**src/rtl/case_map_reg.sv**
```systemverilog
// case_map_reg: registered key->value lookup table with priority match and miss counter
module case_map_reg #(
  parameter int KEY_W = 4,
  parameter int VAL_W = 1,
  parameter int DEPTH = 4,
  parameter int MISS_MODE = 0,
  parameter logic [VAL_W-1:0] DEFAULT_VAL = '0,
  localparam int IDX_W = $clog2(DEPTH)
) (
  input  logic             clk,
  input  logic             rst,
  input  logic             cfg_we,
  input  logic [IDX_W-1:0] cfg_idx,
  input  logic [KEY_W-1:0] cfg_key,
  input  logic [VAL_W-1:0] cfg_val,
  input  logic             cfg_en,
  input  logic             in_valid,
  input  logic [KEY_W-1:0] in_key,
  output logic             out_valid,
  output logic [VAL_W-1:0] out_val,
  output logic             out_hit,
  output logic [15:0]      miss_cnt
);
  logic [DEPTH-1:0]            en;
  logic [DEPTH-1:0][KEY_W-1:0] keys;
  logic [DEPTH-1:0][VAL_W-1:0] vals;
  logic                        hit;
  logic [VAL_W-1:0]            hit_val;
  logic [VAL_W-1:0]            miss_val;
  // scan from the top so the lowest matching index is the last to assign
  always_comb begin
    hit = 1'b0;
    hit_val = '0;
    for (int i = DEPTH - 1; i >= 0; i--) begin
      if (en[i] && keys[i] == in_key) begin
        hit = 1'b1;
        hit_val = vals[i];
      end
    end
    miss_val = (MISS_MODE == 1) ? DEFAULT_VAL : out_val;
  end
  // table writes land after the lookup sampled the old contents
  always_ff @(posedge clk) begin
    if (rst) begin
      en <= '0;
      keys <= '0;
      vals <= '0;
      out_valid <= 1'b0;
      out_val <= '0;
      out_hit <= 1'b0;
      miss_cnt <= '0;
    end else begin
      for (int i = 0; i < DEPTH; i++) begin
        if (cfg_we && cfg_idx == IDX_W'(i)) begin
          en[i] <= cfg_en;
          keys[i] <= cfg_key;
          vals[i] <= cfg_val;
        end
      end
      out_valid <= in_valid;
      if (in_valid) begin
        out_hit <= hit;
        out_val <= hit ? hit_val : miss_val;
        if (!hit && miss_cnt != 16'hFFFF) miss_cnt <= miss_cnt + 16'd1;
      end
    end
  end
endmodule

```
**config.mk**
```make
export PLATFORM = sky130hd
export DESIGN_NAME = case_map_reg
export DESIGN_NICKNAME = d
export VERILOG_FILES = /design/src/rtl/case_map_reg.sv
export SDC_FILE = /design/constraint.sdc
export NUM_CORES = 1
export LEC_CHECK = 0
export CAP_MARGIN = 5
export CORE_MARGIN = 4
export CORE_UTILIZATION = 55
export DETAILED_ROUTE_END_ITERATION = 10
export DONT_BUFFER_PORTS = 1
export HOLD_SLACK_MARGIN = 0.12
export MAX_ROUTING_LAYER = met4
export PLACE_DENSITY = 0.78
export SLEW_MARGIN = 20
export SYNTH_ARGS = -nofsm -noshare
export SYNTH_HDL_FRONTEND = slang
export SYNTH_SLANG_ARGS = --single-unit
```
**constraint.sdc**
```tcl
create_clock -name clk -period 6.5 [get_ports clk]
set_input_delay 1.95 -clock clk [delete_from_list [all_inputs] [get_ports clk]]
set_output_delay 1.95 -clock clk [all_outputs]
set_load 0.01 [all_outputs]
```
### Word-level counts from Yosys, hierarchy flattened

Index checks and enable logic that the tools add are counted.

| storage, ports and cells | value |
|---|---|
| bits in registers | 43 |
| input bits | 16 |
| output and inout bits | 19 |
| logic and storage cells | 46 |

| operators by class | value |
|---|---|
| $add $sub $neg | 1 |
| eq/ne operators | 8 |
| mux-type cells | 8 |
| reduce and logical (&&, ||, !) cells | 13 |

Operators by type and width:

| cell | number |
|---|---|
| adder 16 x 1 -> 16 bit, second input constant | 1 |
| == test 4 bit | 4 |
| != test 16 bit, second input constant | 1 |
| logical AND 1 bit | 9 |
| two-way mux 1 bit | 8 |
| == test 2 bit, second input constant | 2 |
| AND reduction 2 bit | 2 |
| == test 2 x 1 -> 1 bit, second input constant | 1 |
| logical NOT 2 bit | 1 |
| logical NOT 1 bit | 1 |

### Logic depth before layout (Yosys ltp)

| logic depth | value |
|---|---|
| depth after elaboration | 9 |
| depth in mapped cells | 8 |
| gate-level depth less buffers | 6 |

### Least setup slack after synthesis

Ideal clock, no wire load.

| timing path | value |
|---|---|
| path type | input port to flip-flop |
| from | input in_key[2] |
| to | register miss_cnt[14] |
| setup time | 0.071 ns |
| data arrival time | 3.448 ns |
| required time | 6.429 ns |
| path slack | 2.981 ns |
| stages | 7 |
| path buffers | 1 |
| cell sequence | xnor2_1 > nand2_1 > nor4_1 > or4_4 > buf_6 > or4_1 > a21oi_1 |

| between the ends | value |
|---|---|
| longest elaborated chain between the ends | 9 |
| elaborated cells between the ends (all ways) | 15 |
| classes of those cells | eq/ne: 4; mux: 4; reduce/logical: 7 |

RTL lines:

| item | RTL line | text |
|---|---|---|
| from (decl) | 18 | `input logic [KEY_W-1:0] in_key,` |
| == test 4 bit | 35 | `if (en[i] && keys[i] == in_key) begin` |
| logical AND 1 bit | 35 |  |
| two-way mux 1 bit (3 in a row) | 35 |  |
| two-way mux 1 bit * | 35 |  |
| logical NOT 1 bit * | 64 | `if (!hit && miss_cnt != 16'hFFFF) miss_cnt <= miss_cnt + 16'd1;` |
| logical AND 1 bit * | 64 |  |
| AND reduction 2 bit (no source line) * | n/a |  |
| to (signal assigned) | 64 |  |
| to (decl) | 22 | `output logic [15:0] miss_cnt` |

Every way passes the cells marked *; elsewhere a longest branch is shown, timed or not.
A chain may end at the register's enable or synchronous reset.

### Worst setup path after layout

Same ends and word-level chain as after synthesis.

==> metrics.md <==
| Metric | Value |
|---|---|
| WL met1 | roughly 1900 microns |
| Hold Fails Final Rpt | 0 |
| Synthesized area | between 2000 and 2500 sq um |
| CP max FO | 28 |
| Sequential-to-total area share from yosys stat | between 40 and 50% |
| Design area | roughly 2200 sq um |
| Post-DR vias/cell | 5.746 |
| Hold depth | 2 |
| Core area | 3468 sq um |
| Num CTS Buffers | 5 |
| Post-route setup slack | between 3 and 4 ns |
| Detail Route met2 WL | 1871 microns |
| Syn_nets | 247 |
| Top cells by area, synth | dfxtp_1 (42%), mux2i_1 (12%), nor2_1 (7.9%) |
| Number of DRC markers in iteration 0 | 99 |
| CP required | 6.73 ns |
| Relative slew slack | around half |
| FF-to-FF path depth | 6 |
| Area delta synth->final | 7.466% |
| Unrepaired setup endpoints after global routing | no |
| Largest net degree at the start of global routing | 54 |
| Die Y | 68.97 microns |
| Vias in the first global route | 1498 |
| Number of synthesized flops with an enable pin | 0 |
| Global-route wire length before repair | between 7000 and 8000 microns |
| Drt pass-1 iters | 4 |
| Top cells by count, synth | dfxtp_1 (43), nor2_1 (43), mux2i_1 (24) |
| Final slew viol count | 0 |
| # port buffers | 0 |
| DP Wirelength | around 2900 microns |
| Setup crit end kind | register |
| Worst clock skew | 0.002077 ns |
| DRC viols | 0 |
| Synth area leader | dfxtp_1 |
| Clock latency on the worst-skew pair | about 0.30 ns |
| Die X | between 60 and 70 microns |
| Worst Hold Class | register to register |
| Max Clock Freq | between 0.3 and 0.4 GHz |
| Slew @ Worst Pin | between 0.7 and 0.8 ns |
| Post-synth cell types | 36 |
| Max rail drop VDD | approximately 170 uV |
| CP Data Arrival Time | 3.57 ns |
| Hold buffers post-CTS | 0 |
| Antenna Violating Nets Remaining | 0 |
| CTS tree | yes |
| Total track usage | 20.71% |
| Via count | ~1.6k |
| Post-cts sizing count | 0 |
| Routed WL | roughly 4100 microns |
| Synth async-reset ratio | 0% |
| Status | completed |
| WL/cell | between 10 and 15 microns |
| Initial Utilization | about three fifths |
| Clk sinks | 43 |
| Met3 routed WL | ~320 microns |
| Final Wtd Congestion | 0.9108 |
| Yosys reg bits | between 40 and 50 |
| Ant diodes | 0 |
| Crit path kind | input pin to register |
| Area of the multi-input gates | between 1000 and 1500 sq um |
| # rows | 21 |
| DIE AREA | between 4000 and 5000 sq um |
| Cells after Synth | 230 |
| Mean Syn Cell Area | around 8.9 sq um |
| TNS Setup | 0 ns |
| Post-layout minimum cycle time | 3.332 ns |
| MaxCap Viol Count | 0 |
| Nets | about 250 |
| Root Buffer | clkbuf_8 |
| Clock Pin Slew Worst Setup and Hold Paths | 0.08 ns |
| Top-area cell type share of the netlist area | a little over two fifths |
| # Post-CTS Setup Buffers | 0 |
| Synth Flop Type | dfxtp_1 |
| Startpoint types | input pin |
| Congestion Overflow GR | 0 |
| Fill cells | 307 |
| Yosys warns | 0 |
| Layout cell share with drive strength beyond 1 | a little under 8% |
| Max layer used | met4 |
| DP Area | 2061 sq um |
| Final setup violation count | 0 |
| Max clock buf depth | 2 |
| FF/Latch Area | around 860 sq um |
| Power density over the cells | ~250 nW/um^2 |
| Post-Place Worst Slack | approximately 2.9 ns |
| H-tree Lvls | 2 |
| Initial antenna violation count | 0 |
| Num ports | 35 |
| Fin crit share | 51.26% |
| Leak | about 0.9 nW |
==> per-layer routing <==
layer  global-route usage [%]  vias to the layer above
met3                    8.590                        9
li1                         -                      800
met4                    7.786                        0
met2                    30.12                       44
met1                    25.57                      733
met5                        -                        -
==> logic make-up after synthesis <==
family,share of synthesized area (%)
AND/OR/NAND/NOR,24.91
multiplexers,15.61
adder cells (fa/ha/maj),0.6119
AO/OA/AOI/OAI,7.344
XOR/XNOR,5.569
buffers and inverters,3.856
flip-flops,42.11
==> where the power goes <==
group          internal [W]  switching [W]  total [W]
Sequential         0.000270     0.00000671   0.000277
Clock              0.000153      0.0000948   0.000248
Combinational     0.0000150      0.0000132  0.0000282
Total              0.000438       0.000115   0.000553
==> per-stage QoR <==
step / util, % / total power (W) / hold slack [ns] / cells
floorplan: - / 0.0003090 / 0.4602 / 230
global placement: 59.42 / 0.0003103 / 0.4764 / 268
detailed placement: 59.42 / 0.0003113 / 0.4956 / 268
CTS: 63.35 / 0.0005575 / 0.5158 / 276
global route: 63.35 / 0.0005732 / 0.5478 / 276
finish: 63.35 / 0.0005532 / 0.5156 / 276
==> cell type report <==
class,count,share of cell area [%]
clock inverters,3,3.075
inverters,8,1.367
flip-flops and latches,43,39.18
multi-input cells,170,50.28
clock buffers,5,3.132
well taps,46,2.620
repair buffers,1,0.3417
==> cell usage in the layout, fill, tap and decap left out, types with 2 or more instances in the layout <==
master,n
nand4_1,6
dfxtp_1,43
clkbuf_8,5
mux2_2,7
nor2_1,43
nand2_1,8
mux2i_1,24
and3_1,4
or3_1,5
o21ai_0,5
bufinv_16,2
xor2_1,10
a21oi_1,8
o21bai_1,3
nand3_1,5
xnor2_1,3
inv_1,8
nand3b_1,3
nor3b_1,2
nor2b_1,5
nor4_1,6
nand2b_1,5
nor3_1,6
==> state kept, by name (all words and copies together) (netlist names) <==
register and count:
keys 16, miss_cnt 16, en 4, vals 4, out_hit 1, out_val 1
out_valid 1
==> path summary, 6_finish.rpt <==
| check | startpoint | to | slack (ns) |
|---|---|---|---|
| worst max-delay path | in_key[2] | miss_cnt[14] | 3.17 |
| worst min-delay path | vals[0] | vals[0] | 0.52 |
| worst max register to register | miss_cnt[0] | miss_cnt[7] | 4.10 |
| worst min register to register | vals[0] | vals[0] | 0.52 |
==> worst max-delay path: stages <==
cell and delay [ns]:
xnor2_1 0.11, nand2_1 0.07, nor4_1 0.06, or4_4 0.69
or4_1 0.54, a21oi_1 0.15
Note: power is estimated with default switching activity, not from simulation.
==> patch 1: new RTL, config.mk and constraints unchanged <==
Change the parameter `DEPTH` from 4 to 2.
--- a/src/rtl/case_map_reg.sv
+++ b/src/rtl/case_map_reg.sv
@@ -3,5 +3,5 @@
   parameter int KEY_W = 4,
   parameter int VAL_W = 1,
-  parameter int DEPTH = 4,
+  parameter int DEPTH = 2,
   parameter int MISS_MODE = 0,
   parameter logic [VAL_W-1:0] DEFAULT_VAL = '0,
Interface: changed (resized cfg_idx); port bits go from 35 to 34. The function was not compared with the original's and may differ.
==> patch 1 against the original RTL <==
Sequential cell count fell by 12; count of clock-buffer cells in the layout rose by 1; power fell by 32%; synthesized area fell by 28%; worst setup slack got worse by 0.18 ns; critical endpoint is now miss_cnt[3]; highest routed layer unchanged; design area fell by 29%; utilization fell by 1.5 points; wire length fell by 24%; clock skew rose by 0.014 ns.
==> patch 1: results (changes against the original RTL) <==
{| class="wikitable"
! Metric !! Value
|-
| Total wire length || 3160 um (-24%)
|-
| Fill cell count || 217 (-29%)
|-
| Wire length of the first global-routing pass || 5350 um (-24%)
|-
| Largest net degree at the start of global routing || 34 (-37%)
|-
| Vias/cell || 6.16 (+7.3%)
|-
| Initial antenna violation count || 0 (unchanged)
|-
| Net count of the mapped netlist || 183 (-26%)
|-
| Top cells by area, synth || sky130_fd_sc_hd__dfxtp_1, sky130_fd_sc_hd__xnor2_1, sky130_fd_sc_hd__mux2i_1
|-
| Overall Global Routing Usage || 20.5% (-0.23 points)
|-
| Share of layout cells above drive strength 1 || 9.70% (+1.9 points)
|-
| Clock slew at reported path FFs || 0.11 ns (+0.03 ns)
|-
| Status || finished clean
|-
| Async set-reset flop share out of synthesis || 0% (unchanged)
|-
| Drt pass-1 iters || 4 (unchanged)
|-
| Setup clock skew after layout || 0.0157 ns (+0.0136 ns)
|-
| # H-tree levels || 2 (unchanged)
|-
| Post-synthesis sequential area ratio || 42.1% (about the same)
|-
| Largest registers || miss_cnt (16), keys (8)
|-
| Leakage dissipation || 0.575 nW (-38%)
|-
| Headroom to the max-slew limit || 29.6% (-22 points)
|-
| Clk Tree Root Cell || sky130_fd_sc_hd__clkbuf_4
|-
| CP max stage delay || 0.91 ns (+0.22 ns)
|-
| Top FF cell, synth || sky130_fd_sc_hd__dfxtp_1
|-
| Post-detailed-placement half-perimeter wirelength || 2260 um (-23%)
|-
| Number of global-route vias before repair || 1239 (-17%)
|-
| Number of different library cells in the post-synthesis netlist || 31 (-14%)
|-
| Warning count from the yosys run || 0 (unchanged)
|-
| Number of cell instances on the worst register-to-register path || 5 (-1)
|-
| Number of gates given a new drive strength after cts || 0 (unchanged)
|-
| Min-delay worst type || register to register
|-
| Maximum vdd drop || 0.212 mV (+22%)
|-
| Number of antenna diodes || 0 (unchanged)
|-
| Insertion delay of the later-clocked pin in the worst-skew pair || 0.35 ns (+0.05 ns)
|-
| Post-CTS Setup Bufs || 0 (unchanged)
|-
| Crit path max-delay cell type || sky130_fd_sc_hd__nor4_2
|-
| Largest buffer count on any clock path || 2 (unchanged)
|-
| Routability congestion estimate || 0.846 (-7.1%)
|-
| Commonest cells post-synth || sky130_fd_sc_hd__dfxtp_1, sky130_fd_sc_hd__nor2_1, sky130_fd_sc_hd__xnor2_1
|-
| Iteration-0 DRC count of the detailed router || 64 (-35%)
|-
| Number of buffers added by the clock tree synthesis step || 5 (unchanged)
|-
| CP Max Fanout || 12 (-57%)
|-
| Number of buffers inserted by port buffering || 0 (unchanged)
|-
| Hold Crit Depth || 2 (unchanged)
|}
-- patch 1: power by group --
| part | switching, mW | internal, mW |
|---|---|---|
| combinational | 0.00931 | 0.00911 |
| clock | 0.0688 | 0.0908 |
| sequential | 0.00561 | 0.195 |
-- patch 1: cell type report --
cell class | instances | area share [%]
Tap cell | 30 | 2.41
Clock inverter | 2 | 2.25
Multi-Input combinational cell | 126 | 52.3
Sequential cell | 31 | 39.8
Clock buffer | 6 | 3.29
-- patch 1: worst paths after layout --
| kind | end | slack, ns | startpoint |
|---|---|---|---|
| max | miss_cnt[3] | 2.99 | in_key[2] |
| min | en[1] | 0.46 | en[1] |
| max reg2reg | miss_cnt[3] | 4.22 | keys[6] |
| min reg2reg | en[1] | 0.46 | en[1] |
-- patch 1: per-stage QoR --
| stage | cells | setup slack (ns) | instance area (um2) |
|---|---|---|---|
| detailed placement | 187 | 2.64 | 1470 |
| finish | 195 | 2.99 | 1560 |
| global placement | 187 | 2.69 | 1470 |
| floorplan | 167 | 3.07 | 1480 |
| CTS | 195 | 3.00 | 1560 |
| global route | 195 | 2.90 | 1560 |
-- patch 1: worst max-delay path, delay by kind of cell --
kind / cells / cell delay, ns
XOR/XNOR: 1 / 0.14
multiplexers: 1 / 0.34
AND/OR/NAND/NOR: 3 / 1.32
-- patch 1: cell families (layout without fill, tap and decap cells) --
family / Yosys count / count (layout) / synth area share (%)
flops: 31 / 31 / 42.1
mux: 11 / 11 / 7.89
xor+xnor: 19 / 19 / 11.3
compound gates: 12 / 12 / 4.33
fa+ha+maj: 1 / 1 / 0.848
buf+inv: 10 / 8 / 2.63
simple gates: 83 / 83 / 31.0
-- patch 1: per-layer routing --
metal  track usage [%]  vias up  share of wire (%)
met3              9.50        8                8.3
met1              22.8      573                 43
li1                  -      584                  -
met2              31.3       37                 46
met5                 -        -                  0
met4              8.86        0                2.2
==> patch 2: new RTL, config.mk and constraints unchanged <==
Without the edit above. Register the input `in_key` before use. The logic sees it one clock later. The other inputs are not delayed to match.
--- a/src/rtl/case_map_reg.sv
+++ b/src/rtl/case_map_reg.sv
@@ -22,4 +22,11 @@
   output logic [15:0]      miss_cnt
 );
+
+  logic [KEY_W-1:0] in_key_q;
+
+  always_ff @(posedge clk) begin
+    in_key_q <= in_key;
+  end
+
   logic [DEPTH-1:0]            en;
   logic [DEPTH-1:0][KEY_W-1:0] keys;
@@ -33,5 +40,5 @@
     hit_val = '0;
     for (int i = DEPTH - 1; i >= 0; i--) begin
-      if (en[i] && keys[i] == in_key) begin
+      if (en[i] && keys[i] == in_key_q) begin
         hit = 1'b1;
         hit_val = vals[i];
Behaviour: not the same (Yosys sat finds a counterexample within 4 cycles, from zero or initial values and one cycle with rst high).
==> patch 2 against the original RTL <==
Wire length is 2.3% higher; sequential cell count up 4; combinational power up 4%; power grew 0.22%; via count decreased by 0.32%; synthesized cell count decreased by 1.7%; count of clock-buffer cells in the layout up 1; design area up 4.1%; first-iteration DRC count grew 66%; worst setup slack improved by 0.44 ns; utilization shrank 1.8 points; synthesized area is 5.4% higher; non-clock buffer count decreased by 1.
==> patch 2: results (changes against the original RTL) <==
{| class="wikitable"
! Metric !! Value
|-
| Status || finished clean
|-
| Post-synthesis sequential area ratio || 43.6% (+1.5 points)
|-
| Clock slew at reported path FFs || 0.09 ns
|-
| Drt pass-1 iters || 4 (unchanged)
|-
| Share of layout cells above drive strength 1 || 9.73% (+1.9 points)
|-
| Commonest cells post-synth || sky130_fd_sc_hd__dfxtp_1, sky130_fd_sc_hd__nor2_1, sky130_fd_sc_hd__mux2i_1
|-
| Async set-reset flop share out of synthesis || 0% (unchanged)
|-
| Post-detailed-placement half-perimeter wirelength || 2980 um (+1.2%)
|-
| Post-CTS Setup Bufs || 0 (unchanged)
|-
| # H-tree levels || 2 (unchanged)
|-
| Net count of the mapped netlist || 243 (-1.6%)
|-
| Insertion delay of the later-clocked pin in the worst-skew pair || 0.30 ns (about the same)
|-
| Cell count after synthesis || 226 (-1.7%)
|-
| Initial antenna violation count || 0 (unchanged)
|-
| Vias/cell || 5.77 (+0.41%)
|-
| Largest registers || keys (16), miss_cnt (16)
|-
| CP Max Fanout || 9 (-68%)
|-
| Maximum vdd drop || 0.151 mV (-13%)
|-
| Top cells by area, synth || sky130_fd_sc_hd__dfxtp_1, sky130_fd_sc_hd__mux2i_1, sky130_fd_sc_hd__nor2_1
|-
| Min-delay worst type || register to register
|-
| Iteration-0 DRC count of the detailed router || 164 (+66%)
|-
| Total number of nets in the final design || 242 (-1.6%)
|-
| Routability congestion estimate || 0.876 (-3.8%)
|-
| Overall Global Routing Usage || 18.6% (-2.1 points)
|-
| Area growth from synthesis to final layout || 6.09%
|-
| Post-detailed-placement cell area || 2170 um2 (+5.3%)
|-
| Final non-filler cell total || 274 (-0.72%)
|-
| Number of antenna diodes || 0 (unchanged)
|-
| Setup clock skew after layout || 0.00719 ns (+0.00511 ns)
|-
| Switching share of power || 21.7% (+0.93 points)
|-
| Number of global-route vias before repair || 1482 (-1.1%)
|-
| Average detailed-routed wire length per instance || 15.4 um (+3.0%)
|-
| Transition time at the pin with the least slew margin || 0.725 ns (+0.00634 ns)
|-
| Leakage dissipation || 0.928 nW (+0.15%)
|-
| Number of different library cells in the post-synthesis netlist || 35 (-2.8%)
|-
| Wire length of the first global-routing pass || 7250 um (+2.8%)
|-
| Warning count from the yosys run || 0 (unchanged)
|-
| Fill cell count || 334 (+8.8%)
|-
| Final Total Pwr || 0.554 mW (+0.22%)
|-
| Largest net degree at the start of global routing || 46 (-15%)
|}
[patch 2: changes by cell type after synthesis, moves of 7 or more]
cell,unedited run,this run
sky130_fd_sc_hd__nor2_1,43,33
sky130_fd_sc_hd__mux2_2,7,0
sky130_fd_sc_hd__a21oi_1,8,15
sky130_fd_sc_hd__or3_1,5,12
[patch 2: critical path: stages]
cell and delay (ns):
sky130_fd_sc_hd__inv_1 0.06, sky130_fd_sc_hd__a41oi_2 0.39, sky130_fd_sc_hd__nand2_1 0.16, sky130_fd_sc_hd__or4_1 0.42, sky130_fd_sc_hd__a21oi_1 0.15
[patch 2: final cells by class]
type	instances	area share (%)
Inverter	2	0.328
Sequential cell	47	41.1
Clock buffer	6	3.61
Clock inverter	2	1.53
Multi-Input combinational cell	169	50.8
Tap cell	48	2.63
[patch 2: worst paths after layout]
check / slack [ns] / start / to
worst max-delay path: 3.61 / in_valid / miss_cnt[8]
worst min register to register: 0.52 / en[0] / en[0]
worst min-delay path: 0.52 / en[0] / en[0]
worst max register to register: 4.40 / miss_cnt[0] / miss_cnt[3]
[patch 2: through the flow]
| step | setup slack, ns | hold slack [ns] |
|---|---|---|
| after global placement | 3.38 | 0.474 |
| after CTS | 3.64 | 0.526 |
| after detailed placement | 3.32 | 0.504 |
| final | 3.61 | 0.522 |
| after floorplan | 3.47 | 0.455 |
| after global routing | 3.54 | 0.559 |
[patch 2: cell families after synthesis]
logic type	share of synthesized area (%)
flip-flops	43.6
buffers and inverters	2.50
AO/OA/AOI/OAI	9.17
adder cells (fa/ha/maj)	0.580
AND/OR/NAND/NOR	24.6
multiplexers	13.0
XOR/XNOR	6.50
[patch 2: power by group through the flow]
stage / Combinational, mW / Sequential (mW) / Clock (mW)
global placement: 0.0284 / 0.311 / 0
detailed placement: 0.0290 / 0.311 / 0
floorplan: 0.0285 / 0.309 / 0
global route: 0.0330 / 0.305 / 0.237
finish: 0.0292 / 0.304 / 0.221
CTS: 0.0293 / 0.304 / 0.226
[patch 2: metal layers]
metal	vias up	share of wire [%]	GRT usage (%)
met5	-	0	-
li1	805	-	-
met1	740	51	24.8
met3	6	4.8	5.26
met2	30	43	26.5
met4	0	1.7	7.52
